[src/rtl/sevenseg_mux_driver.sv]
// Multiplexed seven-segment driver with frame-synchronous display update
// and optional leading-zero blanking.
module sevenseg_mux_driver #(
   parameter int NUM_DIGITS  = 4,
   parameter int REFRESH_DIV = 100000,
   parameter bit ACTIVE_LOW  = 1'b1
) (
   input  logic                    clk_i,
   input  logic                    rst_ni,
   input  logic [4*NUM_DIGITS-1:0] bcd_i,
   input  logic [NUM_DIGITS-1:0]   dp_i,
   input  logic                    load_i,
   output logic                    ready_o,
   input  logic                    blank_lz_i,
   output logic [6:0]              seg_o,
   output logic                    dp_o,
   output logic [NUM_DIGITS-1:0]   an_o,
   output logic                    frame_o
);

   localparam int CW = $clog2(REFRESH_DIV);
   localparam int IW = $clog2(NUM_DIGITS);
   localparam int DW = 4 * NUM_DIGITS;
   localparam logic [CW-1:0] CNT_MAX = CW'(REFRESH_DIV - 1);
   localparam logic [IW-1:0] IDX_MAX = IW'(NUM_DIGITS - 1);
   localparam logic POL = ACTIVE_LOW;

   logic [CW-1:0]         cnt_q, cnt_d;
   logic [IW-1:0]         idx_q, idx_d;
   logic [DW-1:0]         pend_bcd_q, disp_bcd_q;
   logic [NUM_DIGITS-1:0] pend_dp_q, disp_dp_q;
   logic                  pend_vld_q;
   logic                  bnd_q;
   logic [6:0]            seg_q, seg_d;
   logic                  dp_q, dp_d;
   logic [NUM_DIGITS-1:0] an_q, an_d;
   logic                  frame_q;

   logic                  tick, boundary;
   logic [3:0]            digit;
   logic                  digit_dp;
   logic                  nonzero_hi;
   logic                  blank;
   logic [6:0]            seg_lit;
   logic [NUM_DIGITS-1:0] an_lit;

   assign tick     = (cnt_q == CNT_MAX);
   assign boundary = tick && (idx_q == IDX_MAX);
   assign cnt_d    = tick ? '0 : cnt_q + CW'(1);

   always_comb begin
      idx_d = idx_q;
      if (tick) begin
         idx_d = (idx_q == IDX_MAX) ? '0 : idx_q + IW'(1);
      end
   end

   // Select the active digit and see whether it or any higher digit is nonzero.
   always_comb begin
      digit      = 4'd0;
      digit_dp   = 1'b0;
      nonzero_hi = 1'b0;
      an_lit     = '0;
      for (int i = 0; i < NUM_DIGITS; i++) begin
         if (i == int'(idx_q)) begin
            digit     = disp_bcd_q[4*i +: 4];
            digit_dp  = disp_dp_q[i];
            an_lit[i] = 1'b1;
         end
         if (i >= int'(idx_q) && disp_bcd_q[4*i +: 4] != 4'd0) begin
            nonzero_hi = 1'b1;
         end
      end
   end

   assign blank = blank_lz_i && (idx_q != '0) && !nonzero_hi;

   always_comb begin
      seg_lit = 7'b1000000;
      case (digit)
         4'd0:    seg_lit = 7'b0111111;
         4'd1:    seg_lit = 7'b0000110;
         4'd2:    seg_lit = 7'b1011011;
         4'd3:    seg_lit = 7'b1001111;
         4'd4:    seg_lit = 7'b1100110;
         4'd5:    seg_lit = 7'b1101101;
         4'd6:    seg_lit = 7'b1111101;
         4'd7:    seg_lit = 7'b0000111;
         4'd8:    seg_lit = 7'b1111111;
         4'd9:    seg_lit = 7'b1100111;
         default: seg_lit = 7'b1000000;
      endcase
   end

   assign seg_d = (blank ? 7'b0 : seg_lit) ^ {7{POL}};
   assign dp_d  = (digit_dp && !blank) ^ POL;
   assign an_d  = an_lit ^ {NUM_DIGITS{POL}};

   always_ff @(posedge clk_i or negedge rst_ni) begin
      if (!rst_ni) begin
         cnt_q      <= '0;
         idx_q      <= '0;
         pend_bcd_q <= '0;
         pend_dp_q  <= '0;
         pend_vld_q <= 1'b0;
         disp_bcd_q <= '0;
         disp_dp_q  <= '0;
         bnd_q      <= 1'b0;
         seg_q      <= {7{POL}};
         dp_q       <= POL;
         an_q       <= {NUM_DIGITS{POL}};
         frame_q    <= 1'b0;
      end else begin
         cnt_q   <= cnt_d;
         idx_q   <= idx_d;
         bnd_q   <= boundary;
         seg_q   <= seg_d;
         dp_q    <= dp_d;
         an_q    <= an_d;
         frame_q <= bnd_q;
         // A capture taken on a boundary edge waits for the next boundary.
         if (boundary && pend_vld_q) begin
            disp_bcd_q <= pend_bcd_q;
            disp_dp_q  <= pend_dp_q;
            pend_vld_q <= 1'b0;
         end else if (load_i && !pend_vld_q) begin
            pend_bcd_q <= bcd_i;
            pend_dp_q  <= dp_i;
            pend_vld_q <= 1'b1;
         end
      end
   end

   assign ready_o = !pend_vld_q;
   assign seg_o   = seg_q;
   assign dp_o    = dp_q;
   assign an_o    = an_q;
   assign frame_o = frame_q;

endmodule

[config.mk]
export PLATFORM = sky130hd
export DESIGN_NAME = sevenseg_mux_driver
export DESIGN_NICKNAME = d
export VERILOG_FILES = /design/src/rtl/sevenseg_mux_driver.sv
export SDC_FILE = /design/constraint.sdc
export NUM_CORES = 1
export LEC_CHECK = 0
export BUFFER_PORTS_ARGS = -buffer_cell sky130_fd_sc_hd__buf_2
export CAP_MARGIN = 0
export CORE_MARGIN = 2
export CORE_UTILIZATION = 38
export CTS_CLUSTER_SIZE = 28
export DETAILED_ROUTE_END_ITERATION = 6
export GPL_TIMING_DRIVEN = 0
export PLACE_DENSITY_LB_ADDON = 0.2
export SETUP_SLACK_MARGIN = 0.3
export SYNTH_ARGS = -nofsm -noshare
export SYNTH_HDL_FRONTEND = slang
export SYNTH_SLANG_ARGS = --single-unit
[constraint.sdc]
create_clock -name clk_i -period 3.2 [get_ports clk_i]
set_input_delay 0 -clock clk_i [delete_from_list [all_inputs] [get_ports clk_i]]
set_output_delay 0 -clock clk_i [all_outputs]
set_load 0.05 [all_outputs]
* Yosys cells after proc, flatten, opt, wreduce, memory -nomap -nowiden
Memory sizes are Yosys's and may differ from the RTL's.
Cells that the tools add are included.
** Word-level totals
- Memory bits (writable) :: 0
- Bits in latches :: 0
- Logic and storage cells :: 68
- Bits in read-only memories :: 112
- Bits of input ports :: 24
- Flip-flop bits (word level) :: 74
- Memories kept :: 1
** Cells by class
- $mul :: 0
- Div/mod/pow operators :: 0
- Equality and inequality tests :: 5
- Reductions and logical operators :: 20
- $lt $le $gt $ge :: 3
- Shift-type cells :: 0
- $add $sub $neg :: 2
- Mux-type cells :: 21
- Bitwise gates (word level) :: 4
** Memory list
- (no name shown) :: words 16, bits a word 7, rd ports 1, clocked after memory_dff 0, write ports 0, RTL line 80 : case (digit)
** Operators with widths (count)
- 17-bit by 1-bit adder with 17-bit output, second input constant :: 1
- 17-bit == test, second input constant :: 1
- 17-bit 2-to-1 mux :: 1
- 4-bit 2-to-1 mux :: 4
- 4-bit nonzero test :: 4
- 1-bit 2-to-1 mux :: 14
- 1-bit logical AND :: 9
- 7-bit 2-to-1 mux :: 1
- 7-bit inverter :: 1
- 2-bit == test, first input constant :: 2
- 1-bit by 2-bit >= comparator with 1-bit output, first input constant :: 2
- 4-bit inverter :: 1
- 2-bit nonzero test :: 2
- 1-bit zero test :: 3
- 2-bit by 1-bit adder with 2-bit output, second input constant :: 1
- 1-bit by 2-bit == test with 1-bit output, first input constant :: 1
- 2-bit == test, second input constant :: 1
- 2-bit >= comparator, first input constant :: 1
- 2-bit zero test :: 1
- 2-bit 2-to-1 mux :: 1
- 1-bit inverter :: 2
- 2-bit AND reduction :: 1

* Logic depth before layout (Yosys ltp)
- Depth in word-level cells :: 11
- Gate-level depth with buffers :: 11
- Mapped depth without buffers :: 10

* Worst setup path before layout
OpenSTA, ideal clock, no wires.
- Kind :: reg-to-reg
- From :: register idx_q[0]
- To :: register seg_q[1] (netlist: seg_o[1])
- Arrival time :: 2.070 ns
- Data required time :: 3.138 ns
- Slack :: 1.068 ns
- Cell stages (with the launch flop) :: 9
- Buffers on the path :: 0
- Cells stage by stage :: dfrtp_1 -> ha_1 -> nand2b_1 -> o221ai_1 -> inv_1 -> ha_1 -> a311oi_1 -> o2bb2ai_1 -> nand2_1
** On the way
- Cells in the longest elaborated chain, start to end :: 10
- Elaborated cells between the ends (all ways) :: 25
- Those cells by class :: order compare (3); eq/ne (3); mux (9); bitwise (1); reduce/logical (8); memory (1)
** Ends and longest elaborated chain
- start: declaration :: RTL line 29 : logic [IW-1:0] idx_q, idx_d;
- start signal: assignment :: RTL line 115 : idx_q <= idx_d;
- parallel branches: the longest is 8 deep, another holds memory read 16 x 7 bit
- 7-bit 2-to-1 mux * :: RTL line 95 : assign seg_d = (blank ? 7'b0 : seg_lit) ^ {7{POL}};
- 7-bit inverter (no line) *
- named net seg_d[1] :: RTL line 34 : logic [6:0] seg_q, seg_d;
- end signal: assignment :: RTL line 109 : seg_q <= {7{POL}};
- end signal: assignment :: RTL line 117 : seg_q <= seg_d;
- end: declaration :: RTL line 34
Mark *: on every way through the listed nets, which the timed path passes.
A chain may end at the register's enable or synchronous reset.

* Worst setup path in the final report
Same ends and word-level chain as after synthesis.

==> impl_results.md <==
- Final slew viol count: 0
- FF-to-FF path depth: 9
- Hold Path Cell Cnt: 4
- Netlist cell types: 44
- Clk_skew: 0.00770 ns
- DRT Wirelength: 6.12 mm
- Vias in the first global route: 2156
- # DRC: 0
- Worst setup path category: reg2reg
- Top Ports: 38
- Final Hold Viols: 0
- Cell area after layout: 4090 µm²
- Setup ws final: 0.599 ns
- Tcrit/Tclk final: 0.813
- Unrepaired setup endpoints after global routing: false
- Worst-Skew Late Latency: 0.35 ns
- Avg Cell Area, Syn: 13.2 µm²
- Leakage power: 1.94 nW
- Area growth, synth to finish: 23.1%
- Die Ht: 97.5 µm
- Power per Cell Area: 438 nW/µm²
- Setup tns final: 0 ns
- Crit path required time: 3.49 ns
- Routed len/inst: 14.0 µm
- Core area: 8590 µm²
- CTS Buf Count: 9
- Commonest non-fill, non-tap cell in the layout: dfrtp_1
- # port buffers: 37
- Worst Tran Pin Value: 0.825 ns
- Root buffer cell: clkbuf_8
- Share of cells above drive strength 1: 0.351
- Row count: 34
- Startpoint types: flip-flop
- Max Cap Viol: 0
- Syn_nets: 287
- Effective utilization at floorplan: 0.387
- Async S/R FF share, synth: 1.00
- Clock-pin transition on the worst setup and hold timing paths: 0.07 ns
- Maximum clock frequency: 0.384 GHz
- Min-Delay Path Class: in2reg
- Die Wd: 97.5 µm
- Synth Warn #: 0
- Violation count after the first detailed-routing iteration: 63
- Die ar.: 9510 µm²
- CTS H-tree depth: 3
- WP data arrival: 2.89 ns
- Peak supply drop: 0.000234 V
- Power, Total: 0.00179 W
- CP Max Fanout: 9
- Post-synthesis sequential area ratio: 0.562
- Total track usage: 0.139
- CTS tree: built
- Post-synth EDFFs: 0
- Setup-failing EPs final: 0
- Nets: 358
- Setup bufs post-CTS: 0
- GR Overflow Total: 0
- Setup WS pre-CTS: 0.609 ns
- Antenna viol nets, final: 0
- Final cell count without fillers: 436
- Number of synthesized register bits: 74
- Post-route minimum period: 2.60 ns
- Drt via density: 4.82
- Largest net degree at the start of global routing: 47
- Cells after synthesis: 252
- First-pass GRT wire length: 10.6 mm
- Main synth FF type: dfrtp_1
- Clock sink count: 74
- Placed Instances: 398
- Antenna fix cells: 0
- Crit. End Element: flip-flop
- Max Root-Sink Buffers: 2
- Result of the run: completed
- TritonRoute pass-1 iters: 4
- Max transition margin: 0.447
- Routed vias: 2103
- Most frequent cells in the layout: 62 x dfrtp_1, 36 x buf_2, 24 x mux2_2
- Detailed placer's ending HPWL: 4.33 mm
- Antenna violations before repair: 0
- Routability-driven placement congestion ratio: 0.813
- Area of placed instances: 3670 µm²
- Post-Syn Area: 3320 µm²
-- path summary, 6_finish.rpt --
| kind | from | endpoint | slack (ns) |
|---|---|---|---|
| worst min-delay path | blank_lz_i | dp_o | 0.07 |
| worst max register to register | idx_q[0] | seg_o[1] | 0.60 |
| worst min register to register | bnd_q | frame_o | 0.36 |
| max in group asynchronous | rst_ni | an_o[2] | 2.50 |
| min in group asynchronous | rst_ni | cnt_q[12] | 0.11 |
| worst max-delay path | idx_q[0] | seg_o[1] | 0.60 |
-- flip-flops by register name, summed over array words and instances, names as in the netlist --
name        flops
cnt_q          17
pend_vld_q      1
bnd_q           1
disp_bcd_q     16
frame_o         1
idx_q           2
pend_dp_q       4
an_o            4
dp_o            1
disp_dp_q       4
seg_o           7
pend_bcd_q     16
-- worst max-delay path: stages, from the launching register on --
cell and delay, ns:
dfrtp_1 0.43, inv_1 0.14, ha_1 0.27, nand2b_1 0.15
o221ai_1 0.59, inv_1 0.14, ha_1 0.36, a311oi_1 0.23
o2bb2ai_1 0.12, nand2_1 0.12
-- report_power, final --
| group | internal (W) | switching (W) | total [W] |
|---|---|---|---|
| clock network | 0.000379 | 0.000339 | 0.000717 |
| logic | 0.0000555 | 0.0000315 | 0.0000870 |
| registers | 0.000968 | 0.0000179 | 0.000986 |
-- synth_stat cells, types with 2 or more instances --
master	number	area, µm²
nand3_1	9	45.0
mux2_4	19	285
a21oi_1	4	20.0
a2bb2oi_1	4	35.0
xnor2_1	8	70.1
and4_1	2	17.5
dfrtp_1	62	1550
nor2_1	14	52.6
o211ai_1	2	15.0
nor4_1	3	18.8
nand2_1	15	56.3
ha_1	11	138
nor2b_1	2	12.5
buf_6	2	22.5
mux2_2	24	270
and3_1	4	25.0
o21ai_0	5	25.0
dfstp_2	12	315
clkbuf_1	3	11.3
o22ai_1	2	12.5
xor2_1	7	61.3
o221ai_1	2	17.5
inv_1	12	45.0
nand4_1	4	25.0
-- layout make-up --
type | instances | area [µm²]
sequential | 74 | 1870
multi-input combinational | 160 | 1380
fill | 797 | 4500
clock buffer | 11 | 141
tap | 108 | 135
buffer | 6 | 37.5
timing repair buffer | 60 | 435
inverter | 12 | 45.0
clock inverter | 5 | 55.1
-- per-layer routing --
metal  global-route usage  up-vias  part of all wire
li1                     -     1027                 -
met1                0.195     1028              0.52
met2                0.198       42              0.43
met3               0.0496        6             0.040
met4               0.0513        0             0.013
met5                    0        -                 0
-- metrics by stage --
stage,util,hold slack [ns]
after global routing,0.476,0.0963
after floorplan,-,-0.296
final,0.476,0.0723
after CTS,0.476,0.0550
after global placement,0.424,0.221
after detailed placement,0.428,-0.0507
-- logic make-up (layout without fill, tap and decap cells) --
family                   Yosys count  in the layout  share of synthesized area
AND/OR/NAND/NOR                   65             65                      0.110
XOR/XNOR                          15             15                     0.0395
flip-flops                        74             74                      0.562
adder cells (fa/ha/maj)           11             11                     0.0414
multiplexers                      45             45                      0.174
AO/OA/AOI/OAI                     24             24                     0.0497
buffers and inverters             18             94                     0.0248
-- timing repair --
item,CTS,global route
hold buffers,22,0
resized for setup,0,0
hold endpoints to repair,92,0
(Power assumes the default switching activity.)
